--- src/rtl/coriolis_ker1_instream_join_pkg.sv ---
// coriolis_ker1_instream_join_pkg: shared widths, depth and run-control state type
package coriolis_ker1_instream_join_pkg;
    localparam int DEF_STREAMW = 34;
    localparam int DEF_AW      = 2;
    localparam int DEF_CNTW    = 32;
    localparam int DEPTH       = 1 << DEF_AW;
    typedef enum logic {IDLE, RUN} run_state_t;
endpackage

--- src/rtl/coriolis_stream_fifo.sv ---
// coriolis_stream_fifo: first-word-fall-through sync FIFO, depth 2**AW
// Ports: push/din write side; pop/head read side (head valid while !empty); full/empty status.
module coriolis_stream_fifo #(
    parameter int W  = 34,
    parameter int AW = 2
) (
    input  logic         clk,
    input  logic         rst,
    input  logic         push,
    input  logic [W-1:0] din,
    input  logic         pop,
    output logic [W-1:0] head,
    output logic         full,
    output logic         empty
);
    logic [AW:0]  wr, rd;
    logic [W-1:0] mem [2**AW];
    // the extra pointer bit separates full (MSBs differ) from empty (pointers equal)
    assign full  = (wr[AW] != rd[AW]) && (wr[AW-1:0] == rd[AW-1:0]);
    assign empty = wr == rd;
    assign head  = mem[rd[AW-1:0]];
    always_ff @(posedge clk) begin
        if (rst) begin
            wr <= '0;
            rd <= '0;
        end else begin
            if (push && !full) begin
                mem[wr[AW-1:0]] <= din;
                wr <= wr + 1'b1;
            end
            if (pop && !empty) rd <= rd + 1'b1;
        end
    end
endmodule

--- src/rtl/coriolis_ker1_instream_join.sv ---
// coriolis_ker1_instream_join: buffers x/un producer streams and delivers them as lock-stepped pairs with a run counter
// Ports: start/nelem arm a run; x_in*/un_in* producer handshakes; x_s0/un_s0/ivalid_*/iready kernel side; count/done run status.
module coriolis_ker1_instream_join
    import coriolis_ker1_instream_join_pkg::*;
#(
    parameter int STREAMW = DEF_STREAMW,
    parameter int AW      = DEF_AW,
    parameter int CNTW    = DEF_CNTW
) (
    input  logic               clk,
    input  logic               rst,
    input  logic               start,
    input  logic [CNTW-1:0]    nelem,
    input  logic [STREAMW-1:0] x_in,
    input  logic               x_in_valid,
    output logic               x_in_ready,
    input  logic [STREAMW-1:0] un_in,
    input  logic               un_in_valid,
    output logic               un_in_ready,
    output logic [STREAMW-1:0] x_s0,
    output logic [STREAMW-1:0] un_s0,
    output logic               ivalid_x_s0,
    output logic               ivalid_un_s0,
    input  logic               iready,
    output logic [CNTW-1:0]    count,
    output logic               done
);
    logic               full_x, empty_x, full_u, empty_u, pv, fire;
    logic [STREAMW-1:0] head_x, head_u;
    logic [CNTW-1:0]    nelem_r;
    run_state_t         state, state_d;

    coriolis_stream_fifo #(.W(STREAMW), .AW(AW)) u_fifo_x (
        .clk(clk), .rst(rst), .push(x_in_valid), .din(x_in), .pop(fire),
        .head(head_x), .full(full_x), .empty(empty_x)
    );
    coriolis_stream_fifo #(.W(STREAMW), .AW(AW)) u_fifo_un (
        .clk(clk), .rst(rst), .push(un_in_valid), .din(un_in), .pop(fire),
        .head(head_u), .full(full_u), .empty(empty_u)
    );

    always_comb begin
        pv      = (state == RUN) && !done && !empty_x && !empty_u;
        fire    = pv && iready;
        state_d = start ? RUN : done ? IDLE : state;
    end

    assign x_in_ready   = !full_x;
    assign un_in_ready  = !full_u;
    assign ivalid_x_s0  = pv;
    assign ivalid_un_s0 = pv;
    // gate heads so the kernel sees a steady zero whenever no pair is offered
    assign x_s0         = pv ? head_x : '0;
    assign un_s0        = pv ? head_u : '0;

    always_ff @(posedge clk) begin
        if (rst) begin
            state   <= IDLE;
            nelem_r <= '0;
            count   <= '0;
            done    <= 1'b0;
        end else begin
            state <= state_d;
            // start outranks a coincident fire: the pair still pops but is not counted
            if (start) begin
                nelem_r <= nelem;
                count   <= '0;
                done    <= nelem == '0;
            end else if (fire) begin
                count <= count + 1'b1;
                if (count == nelem_r - 1'b1) done <= 1'b1;
            end
        end
    end
endmodule
--- config.mk ---
export PLATFORM = sky130hd
export DESIGN_NAME = coriolis_ker1_instream_join
export DESIGN_NICKNAME = d
export VERILOG_FILES = /design/src/rtl/coriolis_ker1_instream_join_pkg.sv /design/src/rtl/coriolis_stream_fifo.sv /design/src/rtl/coriolis_ker1_instream_join.sv
export SDC_FILE = /design/constraint.sdc
export NUM_CORES = 1
export LEC_CHECK = 0
export CAP_MARGIN = 10
export CORE_MARGIN = 4
export CORE_UTILIZATION = 51
export CTS_BUF_LIST = sky130_fd_sc_hd__clkbuf_4 sky130_fd_sc_hd__clkbuf_8
export DETAILED_ROUTE_END_ITERATION = 12
export PLACE_DENSITY_LB_ADDON = 0.08
export SKIP_LAST_GASP = 1
export SLEW_MARGIN = 25
export SYNTH_ARGS = -nofsm -noshare
export SYNTH_HDL_FRONTEND = slang
export SYNTH_SLANG_ARGS = --single-unit
--- constraint.sdc ---
create_clock -name clk -period 2.5 [get_ports clk]
set_input_delay 0.375 -clock clk [delete_from_list [all_inputs] [get_ports clk]]
set_output_delay 0.375 -clock clk [all_outputs]
set_load 0.005 [all_outputs]
==> summary.log <==
[power_and_ir_drop] peak ir drop on the vdd network 355 µV
[die] IO Count 211
[placed_design] Placed Cells incl. Taps 1610
[logic_synthesis] number of instances in the synthesized netlist 985
[global_route] total routing resource utilization after global routing 0.214
[timing] final hold vios 0
[clock_tree] Clock Root Buffer sky130_fd_sc_hd__clkbuf_8
[final_layout] fraction of the core area covered by cells at the end of the flow 0.687
[logic_synthesis] share of synthesized area occupied by flip-flops and latches 0.660
[global_route] pin count of the biggest net entering global routing 51
[final_layout] diodes inserted 0
[final_layout] fin area 19700 µm²
[clock_tree] CTS sink count 354
[status] result of the run finished, violations left
[logic_synthesis] synthesized netlist net count 1103
[timing] Layout Skew 30.1 ps
[placed_design] Area after DPL 18000 µm²
[logic_synthesis] most area-hungry cell type in the Yosys netlist sky130_fd_sc_hd__edfxtp_1
[timing] Setup-failing EPs final 10
[timing] Hold WS 226 ps
[clock_tree] CTS H-tree depth 2
[critical_path] critical path arrival 2170 ps
[final_layout] synth-to-layout area growth 32.6%
[die] core box area 28700 µm²
[die] Starting Density 0.518
[timing] total negative setup slack -342 ps
[clock_tree] Reg clk slew, reported paths 70 ps
[critical_path] count of cells along the worst register-to-register path 9
[power_and_ir_drop] cell area power density 636 nW/µm²
[power_and_ir_drop] total design power 12.5 mW
[global_route] grt ovf 0
[drt] routed wire length 34.5 mm
[critical_path] terminus of the critical flop-to-flop path done
[logic_synthesis] number of warnings reported in the yosys synthesis log 0
[logic_synthesis] list of most frequent post-synthesis cells sky130_fd_sc_hd__edfxtp_1 (272), sky130_fd_sc_hd__nor2_1 (91), sky130_fd_sc_hd__dfxtp_1 (82)
[timing] achievable frequency 393 MHz
[timing] measured slew at the worst slew-check pin 584 ps
[logic_synthesis] number of unique standard cell types used by synthesis 54
[hold_path] path type of the worst min-delay path in -> reg
[critical_path] Reg2Reg Launch Point nelem_r[1]
[global_route] via count of the first global-routing pass 9668
[timing] RSZ-0062 raised after global routing true
[status] violated checks negative setup slack
[hold_path] capture endpoint of the worst hold path done
[logic_synthesis] post-synthesis sequential element count 354
[placed_design] minimum setup slack after placement -46.6 ps
[die] cell row count 62
[job] max capacitance violation total 0
[logic_synthesis] Yosys top cell area share 0.549
[global_route] antenna violations before repair 3
[critical_path] worst setup path category reg -> out
[placed_design] number of buffers inserted by port buffering 210
[logic_synthesis] post-synthesis instance area 14900 µm²
[die] area of the die 32000 µm²
[drt] total via count after detailed routing 9329
[critical_path] peak fanout along the critical path 5
[critical_path] reg-to-reg slack, setup 20 ps
[logic_synthesis] syn avg cell area 15.1 µm²
[clock_tree] number of clock buffers inserted by TritonCTS 55
[die] die height 179 µm
[logic_synthesis] Top FF cell, synth sky130_fd_sc_hd__edfxtp_1
[final_layout] share of layout cells above drive strength 1 0.304
[drt] number of remaining DRC errors 0
[global_route] global-route wire length before repair 53.0 mm
[placed_design] post-DP HPWL 21.5 mm
[logic_synthesis] main area contributors after synthesis sky130_fd_sc_hd__edfxtp_1 (55%), sky130_fd_sc_hd__dfxtp_1 (11%), sky130_fd_sc_hd__mux4_2 (10%), sky130_fd_sc_hd__nor2b_1 (3.0%), sky130_fd_sc_hd__xnor2_1 (2.8%)
[hold_path] startpoint of the most critical hold path start
[final_layout] post-route non-filler standard cell count 1752
[final_layout] Layout Nets 1443
[clock_tree] Longest Clk Path Bufs 3
[drt] number of antenna-violating nets in the routed design 0
[critical_path] startpoint types flip-flop
[critical_path] required time reported for the critical path endpoint 2120 ps
[drt] number of DRC markers in iteration 0 596
[final_layout] number of fill cells in the layout 2056
[logic_synthesis] most used standard cell by instance count after synthesis sky130_fd_sc_hd__edfxtp_1
[drt] post-detailed-route via-to-cell ratio 5.32
[drt] average wire per standard cell 19.7 µm
[clock_tree] clock latency on the worst-skew pair 570 ps
[logic_synthesis] async set-reset flop share out of synthesis 0
[hold_path] depth of the worst hold-timing path 4
[placed_design] Routability Congestion 0.902
[die] horizontal die dimension 179 µm
[drt] 1st-pass router iterations 5
[clock_tree] count of hold-fix buffers inserted at cts 0
[timing] final critical-path setup slack -45.4 ps
[logic_synthesis] EDFF count, synth 272
[timing] fraction of the cycle the final worst path needs 1.02
[timing] worst slew slack as a fraction of its limit 0.610
[timing] Final Critical Period 2550 ps
[power_and_ir_drop] Static Leak 7.01 nW
[timing] Max Transition Viols Final 0
[critical_path] CP Capture Type output pin
[clock_tree] clock tree from TritonCTS yes
[cell usage in the layout (no fill, tap or decap), types with 3 or more instances in the layout]
cell | synthesis | layout
sky130_fd_sc_hd__inv_1 | 15 | 13
sky130_fd_sc_hd__clkbuf_8 | 0 | 60
sky130_fd_sc_hd__buf_8 | 0 | 9
sky130_fd_sc_hd__xor2_1 | 31 | 28
sky130_fd_sc_hd__dfxtp_1 | 82 | 69
sky130_fd_sc_hd__nand3_1 | 19 | 19
sky130_fd_sc_hd__nand4_1 | 8 | 8
sky130_fd_sc_hd__ha_1 | 12 | 11
sky130_fd_sc_hd__buf_6 | 1 | 17
sky130_fd_sc_hd__buf_12 | 0 | 18
sky130_fd_sc_hd__buf_4 | 1 | 76
sky130_fd_sc_hd__and4_1 | 6 | 6
sky130_fd_sc_hd__nor2_1 | 91 | 91
sky130_fd_sc_hd__buf_2 | 2 | 57
sky130_fd_sc_hd__clkbuf_4 | 0 | 25
sky130_fd_sc_hd__clkbuf_2 | 0 | 13
sky130_fd_sc_hd__xnor2_1 | 48 | 46
sky130_fd_sc_hd__nor2b_1 | 72 | 41
sky130_fd_sc_hd__a21oi_1 | 14 | 14
sky130_fd_sc_hd__nor4b_1 | 4 | 4
sky130_fd_sc_hd__mux2i_1 | 37 | 37
sky130_fd_sc_hd__mux4_2 | 68 | 68
sky130_fd_sc_hd__buf_16 | 0 | 3
sky130_fd_sc_hd__dfxtp_2 | 0 | 9
sky130_fd_sc_hd__nor3_1 | 26 | 25
sky130_fd_sc_hd__and2_1 | 12 | 12
sky130_fd_sc_hd__edfxtp_1 | 272 | 272
sky130_fd_sc_hd__o211ai_1 | 3 | 3
sky130_fd_sc_hd__nor2b_2 | 0 | 5
sky130_fd_sc_hd__or3_1 | 12 | 12
sky130_fd_sc_hd__o21ai_0 | 9 | 8
sky130_fd_sc_hd__or4_1 | 7 | 6
sky130_fd_sc_hd__nor2b_4 | 0 | 26
sky130_fd_sc_hd__clkdlybuf4s50_1 | 0 | 138
sky130_fd_sc_hd__nand2_1 | 29 | 29
sky130_fd_sc_hd__dfxtp_4 | 0 | 4
sky130_fd_sc_hd__clkinv_1 | 0 | 11
sky130_fd_sc_hd__nor4_1 | 19 | 19
sky130_fd_sc_hd__o2111ai_1 | 3 | 3
[registers in the layout, summed over array words and instances, names as in the netlist, named ones only]
register	flops
u_fifo_un.mem	136
u_fifo_un.wr	3
u_fifo_un.rd	3
state	1
nelem_r	32
u_fifo_x.wr	3
u_fifo_x.mem	136
count	32
done	1
u_fifo_x.rd	3
[critical path: stages (launching register included)]
cell and delay, ps:
sky130_fd_sc_hd__dfxtp_4 370, sky130_fd_sc_hd__xor2_4 160, sky130_fd_sc_hd__nor3_2 70, sky130_fd_sc_hd__nand3b_1 210, sky130_fd_sc_hd__buf_6 180, sky130_fd_sc_hd__buf_16 150
sky130_fd_sc_hd__buf_12 130, sky130_fd_sc_hd__buf_6 110, sky130_fd_sc_hd__nor2b_4 100, sky130_fd_sc_hd__buf_2 120
[routing by layer]
metal / up-vias / GRT usage / share of wire
li1: 4394 / - / -
met1: 4616 / 0.284 / 0.42
met4: 6 / 0.0521 / 0.017
met2: 264 / 0.363 / 0.50
met3: 49 / 0.0468 / 0.064
met5: - / 0 / 0.0013
[worst max path at each step]
stage	slack (ps)	endpoint	start	cells after the start
finish	-50	x_s0[6]	u_fifo_x.rd[0]	9
global route	-160	x_s0[32]	u_fifo_x.rd[0]	9
CTS	-180	un_s0[27]	u_fifo_x.rd[1]	8
detailed placement	-50	done	nelem_r[1]	9
global placement	-20	done	nelem_r[1]	9
floorplan	0.4	done	nelem_r[1]	9
[area by class of cell]
type | instances | area [µm²] | area share
flip-flops and latches | 354 | 9840 | 0.499
repair buffers | 335 | 3140 | 0.159
clock inverters | 15 | 95.1 | 0.00482
multi-input cells | 564 | 5100 | 0.258
clock buffers | 85 | 1010 | 0.0514
inverters | 15 | 56.3 | 0.00286
well taps | 384 | 480 | 0.0244
[report_power, final]
group | total, mW | internal [mW] | switching (mW) | leakage (nW)
logic | 1.19 | 0.646 | 0.543 | 3.27
clock network | 4.79 | 2.67 | 2.11 | 0.588
registers | 6.57 | 6.51 | 0.0679 | 3.15
total | 12.5 | 9.82 | 2.72 | 7.01
[kinds of logic after synthesis]
logic type	share of synthesized area
compound gates	0.0200
mux	0.128
flops	0.660
xor+xnor	0.0465
buf+inv	0.0178
simple gates	0.118
fa+ha+maj	0.0101
[what timing repair did]
item	in CTS	in global routing
pin swaps	6	9
setup buffers	38	3
gates resized for setup	265	122
gates cloned	4	3
endpoints found under the setup margin	71	72
No activity file was read; power rests on OpenSTA's default activity.
